File: config.mk
export PLATFORM = sky130hd
export DESIGN_NAME = p2s_rr_sched
export DESIGN_NICKNAME = d
export VERILOG_FILES = /design/src/rtl/p2s_rr_sched.sv
export SDC_FILE = /design/constraint.sdc
export NUM_CORES = 1
export LEC_CHECK = 0
export ABC_AREA = 1
export CORE_UTILIZATION = 48
export CTS_CLUSTER_SIZE = 10
export DETAILED_ROUTE_END_ITERATION = 10
export HOLD_SLACK_MARGIN = 0.06
export MAX_ROUTING_LAYER = met4
export PLACE_DENSITY = 0.8
export SLEW_MARGIN = 20
export SYNTH_ARGS = -nofsm -noshare
export SYNTH_HDL_FRONTEND = slang
export SYNTH_SLANG_ARGS = --single-unit
File: constraint.sdc
create_clock -name clk -period 2.25 [get_ports clk]
set_input_delay 0.45 -clock clk [delete_from_list [all_inputs] [get_ports clk]]
set_output_delay 0.45 -clock clk [all_outputs]
set_load 0.05 [all_outputs]
File: src/rtl/p2s_rr_sched.sv
// Round-robin scheduler sharing one LSB-first parallel-to-serial shifter among N requesters.
// grant is combinational in arbitration slots; all other outputs are registered.
module p2s_rr_sched #(
  parameter  int N   = 4,
  parameter  int W   = 8,
  parameter  int GAP = 0,
  localparam int IW  = (N > 1) ? $clog2(N) : 1
) (
  input  logic            clk,
  input  logic            rst_n,
  input  logic [N-1:0]    req,
  input  logic [N*W-1:0]  data,
  output logic [N-1:0]    grant,
  output logic            sout,
  output logic            sout_valid,
  output logic            frame_start,
  output logic            frame_end,
  output logic [IW-1:0]   cur_id,
  output logic            busy
);

  typedef enum logic [1:0] {
    S_IDLE  = 2'd0,
    S_SHIFT = 2'd1,
    S_GAP   = 2'd2
  } state_e;

  localparam int             CW       = (W > 1) ? $clog2(W) : 1;
  localparam int             CAW      = IW + 1;
  localparam logic [CW-1:0]  BIT_LAST = CW'(W - 1);
  localparam logic [3:0]     GAP_LAST = (GAP > 0) ? 4'(GAP - 1) : 4'd0;
  localparam logic [IW-1:0]  ID_LAST  = IW'(N - 1);

  state_e          state_q, state_d;
  logic [W-1:0]    shift_q, shift_d;
  logic [CW-1:0]   bit_q, bit_d;
  logic [3:0]      gap_q, gap_d;
  logic [IW-1:0]   ptr_q, ptr_d;
  logic [IW-1:0]   cur_id_q, cur_id_d;
  logic            sout_q, sout_d;
  logic            valid_q, valid_d;
  logic            fs_q, fs_d;
  logic            fe_q, fe_d;
  logic            busy_q, busy_d;

  logic            slot_s;
  logic            found_s;
  logic [IW-1:0]   win_s;
  logic [CAW-1:0]  cand_s;
  logic [W-1:0]    word_s;
  logic [N-1:0]    grant_s;

  // Rotating priority search: first requester at or after ptr, wrapping modulo N.
  always_comb begin
    found_s = 1'b0;
    win_s   = '0;
    cand_s  = '0;
    for (int k = 0; k < N; k++) begin
      cand_s  = {1'b0, ptr_q} + CAW'(k);
      cand_s  = (cand_s >= CAW'(N)) ? (cand_s - CAW'(N)) : cand_s;
      win_s   = (!found_s && req[cand_s[IW-1:0]]) ? cand_s[IW-1:0] : win_s;
      found_s = found_s | req[cand_s[IW-1:0]];
    end
  end

  // Arbitration slot: any idle cycle, or the final cycle of the frame/gap sequence.
  always_comb begin
    case (state_q)
      S_IDLE:  slot_s = 1'b1;
      S_SHIFT: slot_s = (GAP == 0) && (bit_q == BIT_LAST);
      S_GAP:   slot_s = (gap_q == GAP_LAST);
      default: slot_s = 1'b1;
    endcase
  end

  // Combinational one-hot grant and winner word selection.
  always_comb begin
    grant_s        = '0;
    grant_s[win_s] = slot_s & found_s;
    word_s         = data[win_s*W +: W];
  end

  // Next-state for the sequencer, shifter, counters and round-robin pointer.
  always_comb begin
    state_d  = state_q;
    shift_d  = shift_q;
    bit_d    = bit_q;
    gap_d    = gap_q;
    ptr_d    = ptr_q;
    cur_id_d = cur_id_q;
    if (slot_s && found_s) begin
      state_d  = S_SHIFT;
      shift_d  = word_s;
      bit_d    = '0;
      gap_d    = 4'd0;
      cur_id_d = win_s;
      ptr_d    = (win_s == ID_LAST) ? '0 : (win_s + IW'(1));
    end else if (slot_s) begin
      state_d = S_IDLE;
    end else begin
      case (state_q)
        S_SHIFT: begin
          if (bit_q == BIT_LAST) begin
            state_d = S_GAP;
            gap_d   = 4'd0;
          end else begin
            shift_d = shift_q >> 1;
            bit_d   = bit_q + CW'(1);
          end
        end
        S_GAP:   gap_d   = gap_q + 4'd1;
        default: state_d = S_IDLE;
      endcase
    end
  end

  // Outputs are computed from the next state so they can be registered without adding latency.
  always_comb begin
    valid_d = (state_d == S_SHIFT);
    sout_d  = valid_d & shift_d[0];
    fs_d    = valid_d && (bit_d == '0);
    fe_d    = valid_d && (bit_d == BIT_LAST);
    busy_d  = (state_d != S_IDLE);
  end

  // State and output registers.
  always_ff @(posedge clk or negedge rst_n) begin
    if (!rst_n) begin
      state_q  <= S_IDLE;
      shift_q  <= '0;
      bit_q    <= '0;
      gap_q    <= 4'd0;
      ptr_q    <= '0;
      cur_id_q <= '0;
      sout_q   <= 1'b0;
      valid_q  <= 1'b0;
      fs_q     <= 1'b0;
      fe_q     <= 1'b0;
      busy_q   <= 1'b0;
    end else begin
      state_q  <= state_d;
      shift_q  <= shift_d;
      bit_q    <= bit_d;
      gap_q    <= gap_d;
      ptr_q    <= ptr_d;
      cur_id_q <= cur_id_d;
      sout_q   <= sout_d;
      valid_q  <= valid_d;
      fs_q     <= fs_d;
      fe_q     <= fe_d;
      busy_q   <= busy_d;
    end
  end

  assign grant       = grant_s;
  assign sout        = sout_q;
  assign sout_valid  = valid_q;
  assign frame_start = fs_q;
  assign frame_end   = fe_q;
  assign cur_id      = cur_id_q;
  assign busy        = busy_q;

endmodule

==> run_results.csv, run 1 <==
group,metric,value,unit
run_status,outcome,"finished with violations",
run_status,failed_checks,"negative setup slack",
clocking,clk_latency,280,ps
sta,fin_skew,8.65,ps
clocking,cts_tree,"yes",
place,dpl_worst_slack,-416,ps
global_route,grtUsageTotal,27.9,%
sta,setup_viol,4,
sta,hold_viol_final,0,
critical_path,crit_start,"ptr_q[0]",
cells_and_area,finalNetCount,382,
sta,worstMarginPinSlew,517,ps
drt,postRouteAntennaNets,0,
job,maxCapViolCount,0,
sta,fmax,377,MHz
cells_and_area,multi_input_area,1140,sq um
critical_path,r2r_slack,50,ps
clocking,clock_path_buffers,2,
clocking,ctsHoldBuffers,0,
hold_path,min_to,"shift_q[2]",
critical_path,slowest_stage,"dfrtp_2",
place,placedCellCount,366,
drt,first_iter_violations,169,
cells_and_area,drive_gt1_share,29.6,%
global_route,grt_overflow,0,
cells_and_area,seq_area,653,sq um
synth,synth_seq_area_share,36.8,%
floorplan,die_area,3930,sq um
synth,yosysTopAreaCellShare,36.8,%
floorplan,die_w,62.7,microns
hold_path,hp-start,"shift_q[3]",
synth,ys_types,27,
drt,drtPass1Iterations,4,
drt,via_per_inst,5.21,
clocking,numCtsBuffers,3,
synth,avgSynthCellArea,6.94,sq um
global_route,antenna_found_initial,0,
hold_path,holdPathStages,2,
clocking,root_buffer,"clkbuf_8",
clocking,htreeDepth,1,
drt,finalWirelength,5330,microns
place,place_congestion,0.883,
critical_path,slowest_delay,490,ps
cells_and_area,antenna_cells,0,
floorplan,start_util,51.4,%
sta,rsz0062_at_grt,"true",
cells_and_area,area_growth_syn_to_layout,60.3,%
synth,ys.warnings.count,0,
drt,wl_met2,2830,microns
critical_path,critical_path_required,1800,ps
critical_path,crit_type,"flop to primary output",
critical_path,worstPathCellList,"inv_4 > buf_6 > nand2_1 > nand2_2 > nand2_2 > nand2_2 > nand2_2 > nand2_2 > nand2_4 > nand3_4 > buf_6 > ha_4 > inv_2 > nor2_4 > buf_8",
global_route,grt_pass1_vias,1917,
critical_path,rr_startpoint,"ptr_q[0]",
critical_path,timing.rr.end,"cur_id[1]",
clocking,path_clk_slew,100,ps
critical_path,path_max_fanout,6,
sta,setup_slack,-403,ps
sta,setup-tns-final,-1560,ps
floorplan,core_area,3440,sq um
sta,relSlewSlack,65.4,%
critical_path,start_kind,"flop",
clocking,cts.sinks,26,
synth,yosysTopAreaCell,"dfrtp_1",
critical_path,r2r_cells,14,
drt,met3_wirelength,313,microns
floorplan,die_h,62.7,microns
critical_path,worstSetupEndpointType,"primary output",
drt,via_count,1979,
synth,syn_nets,302,
synth,synthesis.area,1770,sq um
hold_path,hp-class,"flop to flop",
cells_and_area,finalNonFillerCells,380,
place,dp_hpwl,3240,microns
synth,netlist_instances,255,
global_route,grt_max_degree,27,
floorplan,num_io_pins,49,
synth,yosys_register_bits,26,
floorplan,rows,21,
drt,m1WireLength,2080,microns
critical_path,crit_top_cell,"nand2_2",
place,port_buffers,48,
drt,wl_per_cell,14.0,microns
drt,top_layer_used,"met4",
sta,drv_slew,0,
synth,synth.area.top_cells,"dfrtp_1 (37%), nand2_1 (21%), nand3_1 (8.8%)",
critical_path,crit_arrival,2200,ps
sta,fin_crit_sh,118,%
global_route,grt_pass1_wl,8430,microns
sta,fin_crit,2650,ps
drt,drc,0,
cells_and_area,nFillCells,207,
[area by class of cell]
| cell class | count | share of cell area, % |
|---|---|---|
| clock buffer | 3 | 1.46 |
| clock inverter | 1 | 1.06 |
| timing repair buffer | 81 | 27.8 |
| sequential | 26 | 23.0 |
| inverter | 30 | 4.32 |
| tap | 46 | 2.03 |
| multi-input combinational | 193 | 40.2 |
[routing by layer]
layer	vias to the layer above	GRT usage (%)
met1	918	31.1
met2	83	50.8
met4	0	8.43
met3	12	4.56
met5	-	-
li1	966	-
[Yosys cell counts]
master / instances
nand2_1: 97
nand3_1: 31
dfrtp_1: 26
inv_1: 24
nor2_1: 19
ha_1: 9
nand4_1: 6
inv_2: 5
nand2_2: 5
a21oi_1: 3
buf_6: 3
o21ai_0: 3
o21ai_1: 3
xor2_1: 3
buf_2: 2
nand3_2: 2
nor2_2: 2
nor4_1: 2
o211ai_1: 2
a31oi_1: 1
buf_4: 1
inv_4: 1
mux2i_1: 1
nor2_4: 1
or2_0: 1
or2_2: 1
xnor2_1: 1
[state kept, by name, indices dropped and copies added, names as in the netlist]
name         flops
shift_q          8
gap_q            4
bit_q            3
cur_id           2
ptr_q            2
state_q          2
busy             1
frame_end        1
frame_start      1
sout             1
sout_valid       1
[metrics by stage]
stage / area, sq um / hold WS (ps) / utilization [%]
floorplan: 1800 / 154 / -
global placement: 2490 / 474 / 72.2
detailed placement: 2490 / 482 / 72.2
CTS: 2750 / 503 / 79.8
global route: 2840 / 531 / 82.4
finish: 2840 / 500 / 82.4
[critical path: cells and delay by family, from the launching register on]
kind / cells / cell delay [ps]
AND/OR/NAND/NOR: 9 / 750
buffers and inverters: 5 / 540
flip-flops: 1 / 490
adder cells (fa/ha/maj): 1 / 120
[repair_timing]
action / in CTS / in global routing
gates resized for setup: 46 / 20
hold endpoints to repair: 0 / 0
setup endpoints to repair: 11 / 14
pin swaps: 10 / 10
buffers inserted: 7 / 3
[layout by cell type (no fill, tap or decap), drive strengths merged, types with 2 or more instances in the layout]
master,netlist,routed
ha,9,9
buf,6,37
clkdlybuf4s50,0,40
or2,2,2
dlygate4sd2,0,4
nand3,33,33
dfrtp,26,26
xor2,3,3
o211ai,2,2
inv,30,30
o21ai,6,6
nor4,2,2
nand4,6,6
a21oi,3,3
clkbuf,0,3
nor2,22,22
nand2,102,102
[worst max path at each step]
stage / endpoint / depth (start not counted)
after floorplan: grant[1] / 14
after global placement: grant[1] / 15
after detailed placement: grant[3] / 13
after CTS: grant[1] / 14
after global routing: grant[0] / 15
final: grant[0] / 15
[cells by family (layout without fill, tap and decap cells)]
| kind of cell | count (synthesis) | after routing | share of synthesized area (%) |
|---|---|---|---|
| and+or+nand+nor | 167 | 167 | 41.2 |
| AOI/OAI and AO/OA | 12 | 12 | 3.75 |
| buffers and inverters | 36 | 115 | 9.41 |
| xor gates and xnor gates | 4 | 4 | 1.98 |
| adders and majority gates | 9 | 9 | 6.37 |
| DFF | 26 | 26 | 36.8 |
| muxes | 1 | 1 | 0.566 |
Power of run 1 is left out: the tool's default activity adds up to more than one toggle a clock period on the data nets, which glitch-free logic cannot reach.
==> inputs of run 2 (changes only) <==
REMOVE_ABC_BUFFERS = 1   (was not set)
==> run 2 against run 1 <==
  * Largest cell class unchanged
  * Critical path type unchanged
  * The run still ends with negative setup slack left
  * Core utilization grew 5.6 points
  * Cell count increased by 2.9%
  * Via count up 12%
  * Die area is the same
==> run_results.csv, run 2 (synthesis results as in run 1) <==
group,metric,value,unit
global_route,grt_max_degree,27,
cells_and_area,layout_common_cells,"nand2_1 (77), clkdlybuf4s50_1 (40), buf_4 (37), nand3_1 (24), dfrtp_1 (24)",
critical_path,crit_top_cell,"nand2_1",
drt,via_per_inst,5.68,
critical_path,path_max_fanout,5,
place,port_buffers,48,
floorplan,core_area,3440,sq um
cells_and_area,regMostFlops,"shift_q",
critical_path,path_buf_inv,5,
critical_path,worstSetupEndpointType,"primary output",
critical_path,crit_arrival,2240,ps
global_route,grt_pass1_wl,9420,microns
floorplan,die_w,62.7,microns
cells_and_area,finalNonFillerCells,391,
global_route,antenna_found_initial,0,
critical_path,critical_path_required,1800,ps
critical_path,crit_type,"flop to primary output",
sta,fin_skew,5.72,ps
critical_path,slowest_delay,480,ps
sta,hold_viol_final,0,
drt,first_iter_violations,397,
global_route,grt_overflow,0,
sta,worstMarginPinSlew,513,ps
sta,fin_crit,2690,ps
cells_and_area,largest_register_ffs,8,
sta,setup_slack,-435,ps
sta,fmax,372,MHz
critical_path,start_kind,"flop",
place,place_congestion,0.856,
cells_and_area,top_regs,"shift_q: 8 flops, gap_q: 4 flops, bit_q: 3 flops",
sta,fin_crit_sh,119,%
clocking,cts_tree,"yes",
critical_path,cp_top_family,"simple AND/OR/NAND/NOR gates",
hold_path,hp-class,"flop to flop",
sta,setup_viol,9,
drt,postRouteAntennaNets,0,
job,maxCapViolCount,0,
drt,drtPass1Iterations,5,
drt,via_count,2220,
cells_and_area,nFillCells,154,
floorplan,rows,21,
sta,drv_slew,0,
clocking,htreeDepth,1,
clocking,clk_latency,280,ps
drt,wl_per_cell,18.5,microns
cells_and_area,final_common_cell,"nand2_1",
place,placedCellCount,366,
run_status,outcome,"finished with violations",
clocking,numCtsBuffers,3,
floorplan,num_io_pins,49,
clocking,root_buffer,"clkbuf_8",
critical_path,worstPathCellList,"inv_4 > buf_6 > nand2_1 > nand2_1 > nand2_1 > nand2_1 > nand2_2 > nand3_2 > nand3_4 > inv_4 > ha_4 > inv_2 > nor2_4 > buf_12",
global_route,grt_pass1_vias,2071,
cells_and_area,area_growth_syn_to_layout,71.1,%
drt,drc,0,
sta,rsz0062_at_grt,"true",
global_route,grtUsageTotal,31.7,%
critical_path,slowest_stage,"dfrtp_2",
run_status,failed_checks,"negative setup slack",
clocking,cts.sinks,26,
cells_and_area,finalNetCount,393,
drt,finalWirelength,7240,microns
floorplan,die_area,3930,sq um
cells_and_area,antenna_cells,0,
sta,relSlewSlack,65.7,%
floorplan,start_util,51.4,%
place,dp_hpwl,3210,microns
clocking,ctsHoldBuffers,0,
clocking,clock_path_buffers,2,
floorplan,die_h,62.7,microns
clocking,path_clk_slew,90,ps
cells_and_area,drive_gt1_share,35.1,%
-- run 2: timing repair --
item / CTS / global route
gates cloned: 0 / 0
resized for setup: 74 / 29
pin swaps: 30 / 16
endpoints found under the setup margin: 11 / 23
setup buffers: 14 / 8
-- run 2: worst min-delay path: stages (launching register included) --
cell and delay (ps):
dfrtp_1 350, nand2_1 60, nand3_1 70
-- run 2: final cells by class --
class                   count  area, sq um  area share, %
multi-input cells         193         1240           41.1
repair buffers             92          881           29.1
flip-flops and latches     26          653           21.6
inverters                  30          138           4.55
well taps                  46         57.6           1.90
clock buffers               4         55.1           1.82
-- run 2: worst paths after layout --
path,cells after the start,end,slack (ps),start
max in group asynchronous,2,ptr_q[1],1460,rst_n
min in group asynchronous,2,gap_q[3],530,rst_n
setup reg to reg,17,sout,-90,ptr_q[0]
setup / recovery,14,grant[1],-440,ptr_q[0]
hold / removal,2,shift_q[6],510,shift_q[7]
hold reg to reg,2,shift_q[6],510,shift_q[7]
-- run 2: routing by layer --
layer	track usage, %	routed length, microns	vias to the layer above
met5	-	0	-
met3	5.84	632	64
met1	35.8	2630	988
met4	13.4	541	0
li1	-	-	989
met2	54.8	3430	179
-- run 2: stage by stage --
step                hold slack, ps  cell area (sq um)  TNS, ps  utilization (%)  setup slack, ps
floorplan                      154               1720    -2030                -             -615
global placement               472               2470    -5400             71.7             -402
detailed placement             482               2470    -6240             71.7             -438
CTS                            503               2860     -986             83.2             -255
global route                   523               3030    -4680             87.9             -570
finish                         506               3030    -1910             87.9             -435
Power of run 2 is left out for the same reason.
